## config.mk

```make
export PLATFORM = sky130hd
export DESIGN_NAME = hzd_scoreboard
export DESIGN_NICKNAME = d
export VERILOG_FILES = /design/src/rtl/hzd_scoreboard_pkg.sv /design/src/rtl/hzd_byp_sel.sv /design/src/rtl/hzd_scoreboard.sv
export SDC_FILE = /design/constraint.sdc
export NUM_CORES = 1
export LEC_CHECK = 0
export BUFFER_PORTS_ARGS = -buffer_cell sky130_fd_sc_hd__buf_2
export CORE_AREA = 5 5 131 133
export CTS_CLUSTER_DIAMETER = 120
export DETAILED_ROUTE_END_ITERATION = 16
export DIE_AREA = 0 0 136 138
export GPL_TIMING_DRIVEN = 0
export PLACE_DENSITY = 0.82
export SLEW_MARGIN = 20
export SYNTH_ARGS = -nofsm -noshare
export SYNTH_HDL_FRONTEND = slang
export SYNTH_SLANG_ARGS = --single-unit
```

## constraint.sdc

```tcl
create_clock -name clk -period 4.2 [get_ports clk]
set_input_delay 0.42 -clock clk [delete_from_list [all_inputs] [get_ports clk]]
set_output_delay 0.42 -clock clk [all_outputs]
set_load 0.01 [all_outputs]
```

## src/rtl/hzd_scoreboard_pkg.sv

```systemverilog
// hzd_scoreboard_pkg: shared register-address and forwarding-source types for the hazard scoreboard
package hzd_scoreboard_pkg;
  localparam int REG_ADDR_W = 5;
  localparam int NUM_REGS = 32;
  localparam int MAX_XLEN = 64;
  typedef logic [REG_ADDR_W-1:0] reg_addr_t;
  typedef struct packed {
    logic valid;
    reg_addr_t rd;
    logic rdy;
    logic [MAX_XLEN-1:0] data;
  } byp_src_t;
endpackage

```

## src/rtl/hzd_byp_sel.sv

```systemverilog
// hzd_byp_sel: per-operand priority match across forwarding sources and writeback, with hazard detection
module hzd_byp_sel
  import hzd_scoreboard_pkg::*;
#(
  parameter int XLEN = 32,
  parameter int NUM_BYP = 3
) (
  input  reg_addr_t                  rs,
  input  logic                       use_rs,
  input  logic                       cnt_nz,
  input  byp_src_t [NUM_BYP-1:0]     byp,
  input  byp_src_t                   wb,
  output logic                       fwd_valid,
  output logic [XLEN-1:0]            fwd_data,
  output logic                       hazard
);
  logic live, hit, rdy;
  logic [MAX_XLEN-1:0] data;
  assign live = use_rs && rs != '0;
  // Scan oldest to youngest so the youngest matching stage overrides everything older.
  always_comb begin
    hit = live && wb.valid && wb.rd == rs;
    rdy = wb.rdy;
    data = wb.data;
    for (int i = NUM_BYP - 1; i >= 0; i--) begin
      if (live && byp[i].valid && byp[i].rd == rs) begin
        hit = 1'b1;
        rdy = byp[i].rdy;
        data = byp[i].data;
      end
    end
  end
  assign fwd_valid = hit && rdy;
  assign fwd_data = fwd_valid ? data[XLEN-1:0] : '0;
  assign hazard = live && (hit ? !rdy : cnt_nz);
endmodule

```

## src/rtl/hzd_scoreboard.sv

```systemverilog
// hzd_scoreboard: pending-write scoreboard with forwarding and valid/ready issue gating
// Optional: HZD_PERF_CNT_EN adds stall_cnt/stall_clr stall-cycle performance counter.
module hzd_scoreboard
  import hzd_scoreboard_pkg::*;
#(
  parameter int XLEN = 32,
  parameter int NUM_RD_PORTS = 2,
  parameter int NUM_BYP = 3,
  parameter int CNT_W = 2
) (
  input  logic                           clk,
  input  logic                           rst,
  input  logic                           en,
  input  logic                           iss_valid,
  output logic                           iss_ready,
  input  logic [NUM_RD_PORTS*5-1:0]      iss_rs_addr,
  input  logic [NUM_RD_PORTS-1:0]        iss_rs_use,
  input  logic                           iss_has_rd,
  input  logic [4:0]                     iss_rd_addr,
  input  logic [NUM_BYP-1:0]             byp_valid,
  input  logic [NUM_BYP*5-1:0]           byp_rd,
  input  logic [NUM_BYP-1:0]             byp_rdy,
  input  logic [NUM_BYP*XLEN-1:0]        byp_data,
  input  logic                           wb_valid,
  input  logic [4:0]                     wb_rd,
  input  logic [XLEN-1:0]                wb_data,
  input  logic                           flush,
  output logic [NUM_RD_PORTS-1:0]        rs_byp_valid,
  output logic [NUM_RD_PORTS*XLEN-1:0]   rs_byp_data
`ifdef HZD_PERF_CNT_EN
  ,
  output logic [31:0]                    stall_cnt,
  input  logic                           stall_clr
`endif
);
  logic [CNT_W-1:0] cnt [NUM_REGS];
  byp_src_t [NUM_BYP-1:0] byp;
  byp_src_t wb_src;
  logic [NUM_RD_PORTS-1:0] pv, ph;
  logic [NUM_RD_PORTS*XLEN-1:0] pd;
  logic waw, hazard, fire;
  always_comb begin
    for (int i = 0; i < NUM_BYP; i++)
      byp[i] = '{valid: byp_valid[i], rd: byp_rd[i*5 +: 5], rdy: byp_rdy[i],
                 data: MAX_XLEN'(byp_data[i*XLEN +: XLEN])};
  end
  assign wb_src = '{valid: wb_valid, rd: wb_rd, rdy: 1'b1, data: MAX_XLEN'(wb_data)};
  genvar p;
  generate
    for (p = 0; p < NUM_RD_PORTS; p++) begin : g_port
      hzd_byp_sel #(.XLEN(XLEN), .NUM_BYP(NUM_BYP)) u_sel (
        .rs       (iss_rs_addr[p*5 +: 5]),
        .use_rs   (iss_rs_use[p]),
        .cnt_nz   (cnt[iss_rs_addr[p*5 +: 5]] != '0),
        .byp      (byp),
        .wb       (wb_src),
        .fwd_valid(pv[p]),
        .fwd_data (pd[p*XLEN +: XLEN]),
        .hazard   (ph[p])
      );
    end
  endgenerate
  assign waw = iss_has_rd && iss_rd_addr != '0 && cnt[iss_rd_addr] == '1;
  assign hazard = |ph || waw;
  assign iss_ready = en && !hazard;
  assign fire = iss_valid && iss_ready;
  assign rs_byp_valid = en ? pv : '0;
  assign rs_byp_data = en ? pd : '0;
  // Issue into a saturated counter is impossible (WAW guard), so only the decrement needs a floor.
  always_ff @(posedge clk) begin
    if (rst) begin
      for (int r = 0; r < NUM_REGS; r++) cnt[r] <= '0;
    end else if (en) begin
      for (int r = 0; r < NUM_REGS; r++) begin
        if (flush || r == 0) cnt[r] <= '0;
        else if (fire && iss_has_rd && iss_rd_addr == r[4:0] && !(wb_valid && wb_rd == r[4:0]))
          cnt[r] <= cnt[r] + CNT_W'(1);
        else if (wb_valid && wb_rd == r[4:0] && !(fire && iss_has_rd && iss_rd_addr == r[4:0]) && cnt[r] != '0)
          cnt[r] <= cnt[r] - CNT_W'(1);
      end
    end
  end
`ifdef HZD_PERF_CNT_EN
  always_ff @(posedge clk) begin
    if (rst || stall_clr) stall_cnt <= '0;
    else if (en && iss_valid && !iss_ready) stall_cnt <= stall_cnt + 32'd1;
  end
`endif
endmodule

```

; ---- Yosys cells after proc, flatten, opt, wreduce, memory -nomap -nowiden
; Memory sizes are Yosys's and may differ from the RTL's.
; Cells that the tools add are included.
; W data, S select, Z words.
[classes]
muxes = 468
n_reduce_logical = 285
n_eq_ne = 71
n_lt_le_gt_ge = 0
add_sub_neg = 62
shifts = 0
div_mod_pow = 0
mul = 0
n_bitwise = 94
[ops]
columns = operator, n
row1 = $mux W1, 364
row2 = $mux W32, 8
row3 = $mux W2, 95
row4 = $logic_and A1 B1 Y1, 182
row5 = $eq A5 B5 Y1 const B, 32
row6 = $or A1 B1 Y1, 94
row7 = $eq A5 B4 Y1 const B, 16
row8 = $reduce_bool A2 Y1, 33
row9 = $logic_not A1 Y1, 65
row10 = $mux W64, 1
row11 = $add A2 B1 Y2 const B, 31
row12 = $sub A2 B1 Y2 const B, 31
row13 = $eq A5 B3 Y1 const B, 8
row14 = $eq A5 B5 Y1, 8
row15 = $eq A5 B2 Y1 const B, 4
row16 = $reduce_bool A5 Y1, 3
row17 = $eq A5 B1 Y1 const B, 2
row18 = $eq A2 B2 Y1 const B, 1
row19 = $reduce_or A2 Y1, 1
row20 = $logic_or A1 B1 Y1, 1
[word_totals]
elab_cells = 981
out_inout_bits = 67
latchBits = 0
inputBits = 178
memories = 1
romBits = 0
ramBits = 64
ff_bits = 0
[memory_table]
columns = memory, words, width, rd, rd_clocked_by_memory_dff, write_ports, line_no
row1 = cnt, 32, 2, 34, 0, 32, hzd_scoreboard.sv:36  ; logic [CNT_W-1:0] cnt [NUM_REGS];

; ---- Longest topological paths before layout
[depth]
ltp_word = 27
ltp_mapped = 14
mapped_depth_nobuf = 9

; ---- Cells and area by module
; Synthesis repeated with hierarchy kept, for this count alone.
[unflattened]
hier_cells = 1217
area_unflattened_um2 = 9037.4
[modules_own_cells]
columns = module, seq_area_each_um2, instances, cells_per_inst, area_each_um2
row1 = hzd_scoreboard, 1861.8, 1, 669, 5751.8
row2 = hzd_byp_sel, 0.0, 2, 274, 1642.8

; ---- Worst setup path before layout
; Ideal clock, no wire load.
[synth_path]
path_type = input -> register
startpoint = in iss_rs_addr[8]
endpoint = mem cnt[23][0], enable pin
path_stages = 13
t_required_ns = 3.927
setup_ns = 0.273
path_buffers = 4
arrival_time_ns = 3.115
setup_slack_ns = 0.812
path_cell_list = buf_6 -> xor2_1 -> or4_4 -> a2111oi_4 -> mux2i_1 -> o2bb2ai_1 -> and2_1 -> buf_4 -> or3_1 -> buf_4 -> buf_6 -> o21ai_4 -> nand3_1
[synth_lines]
columns = element, line_no
row1 = from (decl), hzd_scoreboard.sv:16  ; input logic [NUM_RD_PORTS*5-1:0] iss_rs_addr,
row2 = to (decl), hzd_scoreboard.sv:36

==> results.toml <==
[timing]
fin_skew_ns = 0.007245
period_share = 0.9575
tightestPinTransition_ns = 0.9359
rsz0062_at_grt = "no"
final.setup.tns_ns = 0
period_needed_ns = 4.022
hold_violations = 0
setup_violations = 0
slew_headroom = 0.3761
report.final.slew_viol_count = 0
max_freq_ghz = 0.2487

[critical_path]
r2r_slack_ns = 0.58
required_ns = 4.25
path_class = "in2reg"
worstReg2RegEnd = "cnt[6][0]"
cp_cell_sequence = "buf_2, buf_1, clkbuf_1, nor2_1, a221oi_1, o41ai_1, a211o_1, nor3_2, buf_2, nand3_1, nand3_1"
worstSetupStartpointType = "input port"
crit_path_max_fanout = 10
path_buf_inv = 4
crit_family = "buffers and inverters"
critical_path_arrival_ns = 4.07
slowest_stage = "nor3_2"
regToRegStartpoint = "cnt[23][0]"
critPathCaptureType = "flop"
reg2reg_depth = 10
critPathMaxStageDelay_ns = 0.56

[layout]
largest_reg_flops = 62
final_nets = 1559
reg_top3 = "cnt (62)"
drive_gt1_frac = 0.2295
top_register = "cnt"
nFillCells = 1476
areaGrowthSynthToFinish_pct = 20.50

[clock_tree]
htree_levels = 3
cts_max_path_buffers = 2
clock_latency_ns = 0.34
cts_tree = "yes"
post_cts_resized = 0
root_buffer = "clkbuf_16"
post_cts_buffers = 0
numCtsBuffers = 9
ctsHoldBuffers = 0
clock-sinks = 62
clkTransAtPathRegs_ns = 0.06

[global_routing]
track_usage = 0.3603
grt_pass1_wl_mm = 53.44
antenna_found_initial = 4
grt_max_degree = 12
grt_pass1_vias = 9606
grt-ovfl-total = 0

[synth]
syn-cell-area_sq_mm = 0.008393
async_flop_share = 0
synth_cells = 1110
synth-edff-count = 62
syn-mean-instance-area_sq_um = 7.561
postSynthNetCount = 1319
ys_seq_elements = 62
yosysUniqueCellTypes = 66
synth_ff_type = "edfxtp_1"
ys.warnings.count = 0
ys_seq_area_frac = 0.2218

[min_path]
min_path_cells = 3
min_from = "flush"
holdPathEnd = "cnt[1][0]"
hp-class = "in2reg"

[detailed_routing]
routedWlPerCell_um = 22.48
wl_mm = 35.43
drcViolationCount = 0
drt-initial-drc-count = 1280
ant_nets = 0
via_per_inst = 6.409
first_pass_iters = 8
detailroute.via_count = 10100

[floorplan]
core_area_sq_mm = 0.01571
die_w_um = 136
ios = 245
die-area_sq_mm = 0.01877
initial_core_util = 0.5342
chipHeight_um = 138
num_rows = 46

[pwr]
power_density_mw_per_mm2 = 207.1
power.leakage_nw = 4.018
irDropWorstVdd_v = 0.0002408
power_w = 0.002094

[flow_run]
cap_violations = 0

[place]
portBuffers = 229
dp_hpwl_mm = 27.98
place.gp.congestion = 1.087

[outcome]
outcome = "finished clean"
## synth_stat cells, types with 9 or more instances
cell type	count	area share
nor2_1	178	0.080
a21oi_1	107	0.064
mux2i_1	88	0.10
a211oi_1	81	0.072
nand3_1	75	0.045
inv_1	71	0.032
nand2_1	63	0.028
edfxtp_1	62	0.22
clkbuf_1	60	0.027
nor3_1	52	0.031
ha_1	31	0.046
xor2_1	23	0.024
o21ai_1	20	0.012
xnor2_1	17	0.018
buf_2	14	0.0083
nand4_1	13	0.0097
o21ai_0	13	0.0078
mux4_2	11	0.030
nand2b_1	11	0.0082
nor4_1	9	0.0067
## layout by cell type, fill, tap and decap left out, types with 9 or more instances in the layout
master,synthesis,final
a211oi_1,81,81
nor2_1,178,178
mux2i_1,88,88
o21ai_1,20,20
mux4_2,11,11
nand3_1,75,75
o21ai_0,13,13
clkbuf_16,0,9
nor3_1,52,52
nand2b_1,11,11
xnor2_1,17,17
inv_1,71,71
a21oi_1,107,107
ha_1,31,31
nor4_1,9,9
clkbuf_1,60,61
xor2_1,23,23
buf_2,14,243
nand4_1,13,13
edfxtp_1,62,62
nand2_1,63,63
## cells by family (layout without fill, tap and decap cells)
logic type                 count (synthesis)  after routing  share of synthesized area
and+or+nand+nor                          435            435                     0.2399
AOI/OAI and AO/OA                        283            283                     0.2354
buffers and inverters                    159            404                    0.07871
muxes                                    100            100                     0.1363
DFF                                       62             62                     0.2218
xor gates and xnor gates                  40             40                    0.04174
adders and majority gates                 31             31                    0.04621
other                                      0              5                          0
## where the power goes
group,switching (W),internal (W)
Combinational,0.000363,0.000241
Sequential,0.0000321,0.000712
Clock,0.000289,0.000457
## final cells by class
class                           instances  area, sq um  share of cell area
Antenna cell                            5        12.51            0.001237
Buffer                                 88        394.1             0.03897
Clock buffer                           10        229.0             0.02264
Clock inverter                          6        62.56            0.006186
Inverter                               71        266.5             0.02635
Multi-Input combinational cell        889         5871              0.5805
Sequential cell                        62         1862              0.1841
Tap cell                              216        270.3             0.02672
Timing Repair Buffer                  229         1146              0.1133
## per-stage QoR
step | setup slack [ns] | std cells | hold slack (ns) | cell area, sq um | utilization
floorplan | 0.8120 | 1110 | 0.5502 | 8393 | -
global placement | 0.1295 | 1555 | 0.5707 | 9809 | 0.6243
detailed placement | 0.07585 | 1555 | 0.5775 | 9809 | 0.6243
CTS | 0.4151 | 1571 | 0.5511 | 10100 | 0.6429
global route | 0.1431 | 1575 | 0.5999 | 10110 | 0.6435
finish | 0.1785 | 1576 | 0.5640 | 10110 | 0.6437
## worst max path at each step
| stage | from | cells after the start | to | slack [ns] |
|---|---|---|---|---|
| 2_1_floorplan | iss_rs_addr[8] | 13 | cnt[23][0] | 0.81 |
| 3_3_place_gp | iss_rd_addr[1] | 11 | cnt[6][0] | 0.13 |
| 3_5_place_dp | iss_rd_addr[1] | 11 | cnt[6][0] | 0.08 |
| 4_1_cts | iss_rd_addr[1] | 11 | cnt[8][1] | 0.42 |
| 5_1_grt | iss_rd_addr[1] | 11 | cnt[6][0] | 0.14 |
| 6_report | iss_rd_addr[1] | 11 | cnt[6][0] | 0.18 |
## worst reg2reg max path: stages (launching register included)
cell	delay [ns]
edfxtp_1	0.44
nor2_1	0.32
a211oi_1	0.13
nor4_1	0.30
a22o_1	0.19
a31oi_1	0.14
o31a_4	0.37
nor3_2	0.63
buf_2	0.42
nand3_1	0.21
nand3_1	0.18
## metal layers
layer	up-vias	wire length, um	GRT usage
li1	4558	-	-
met1	4643	13510	0.4549
met2	733	15540	0.5578
met3	166	4416	0.1063
met4	0	1963	0.1820
met5	-	0	0
No activity file was read; power rests on OpenSTA's default activity.
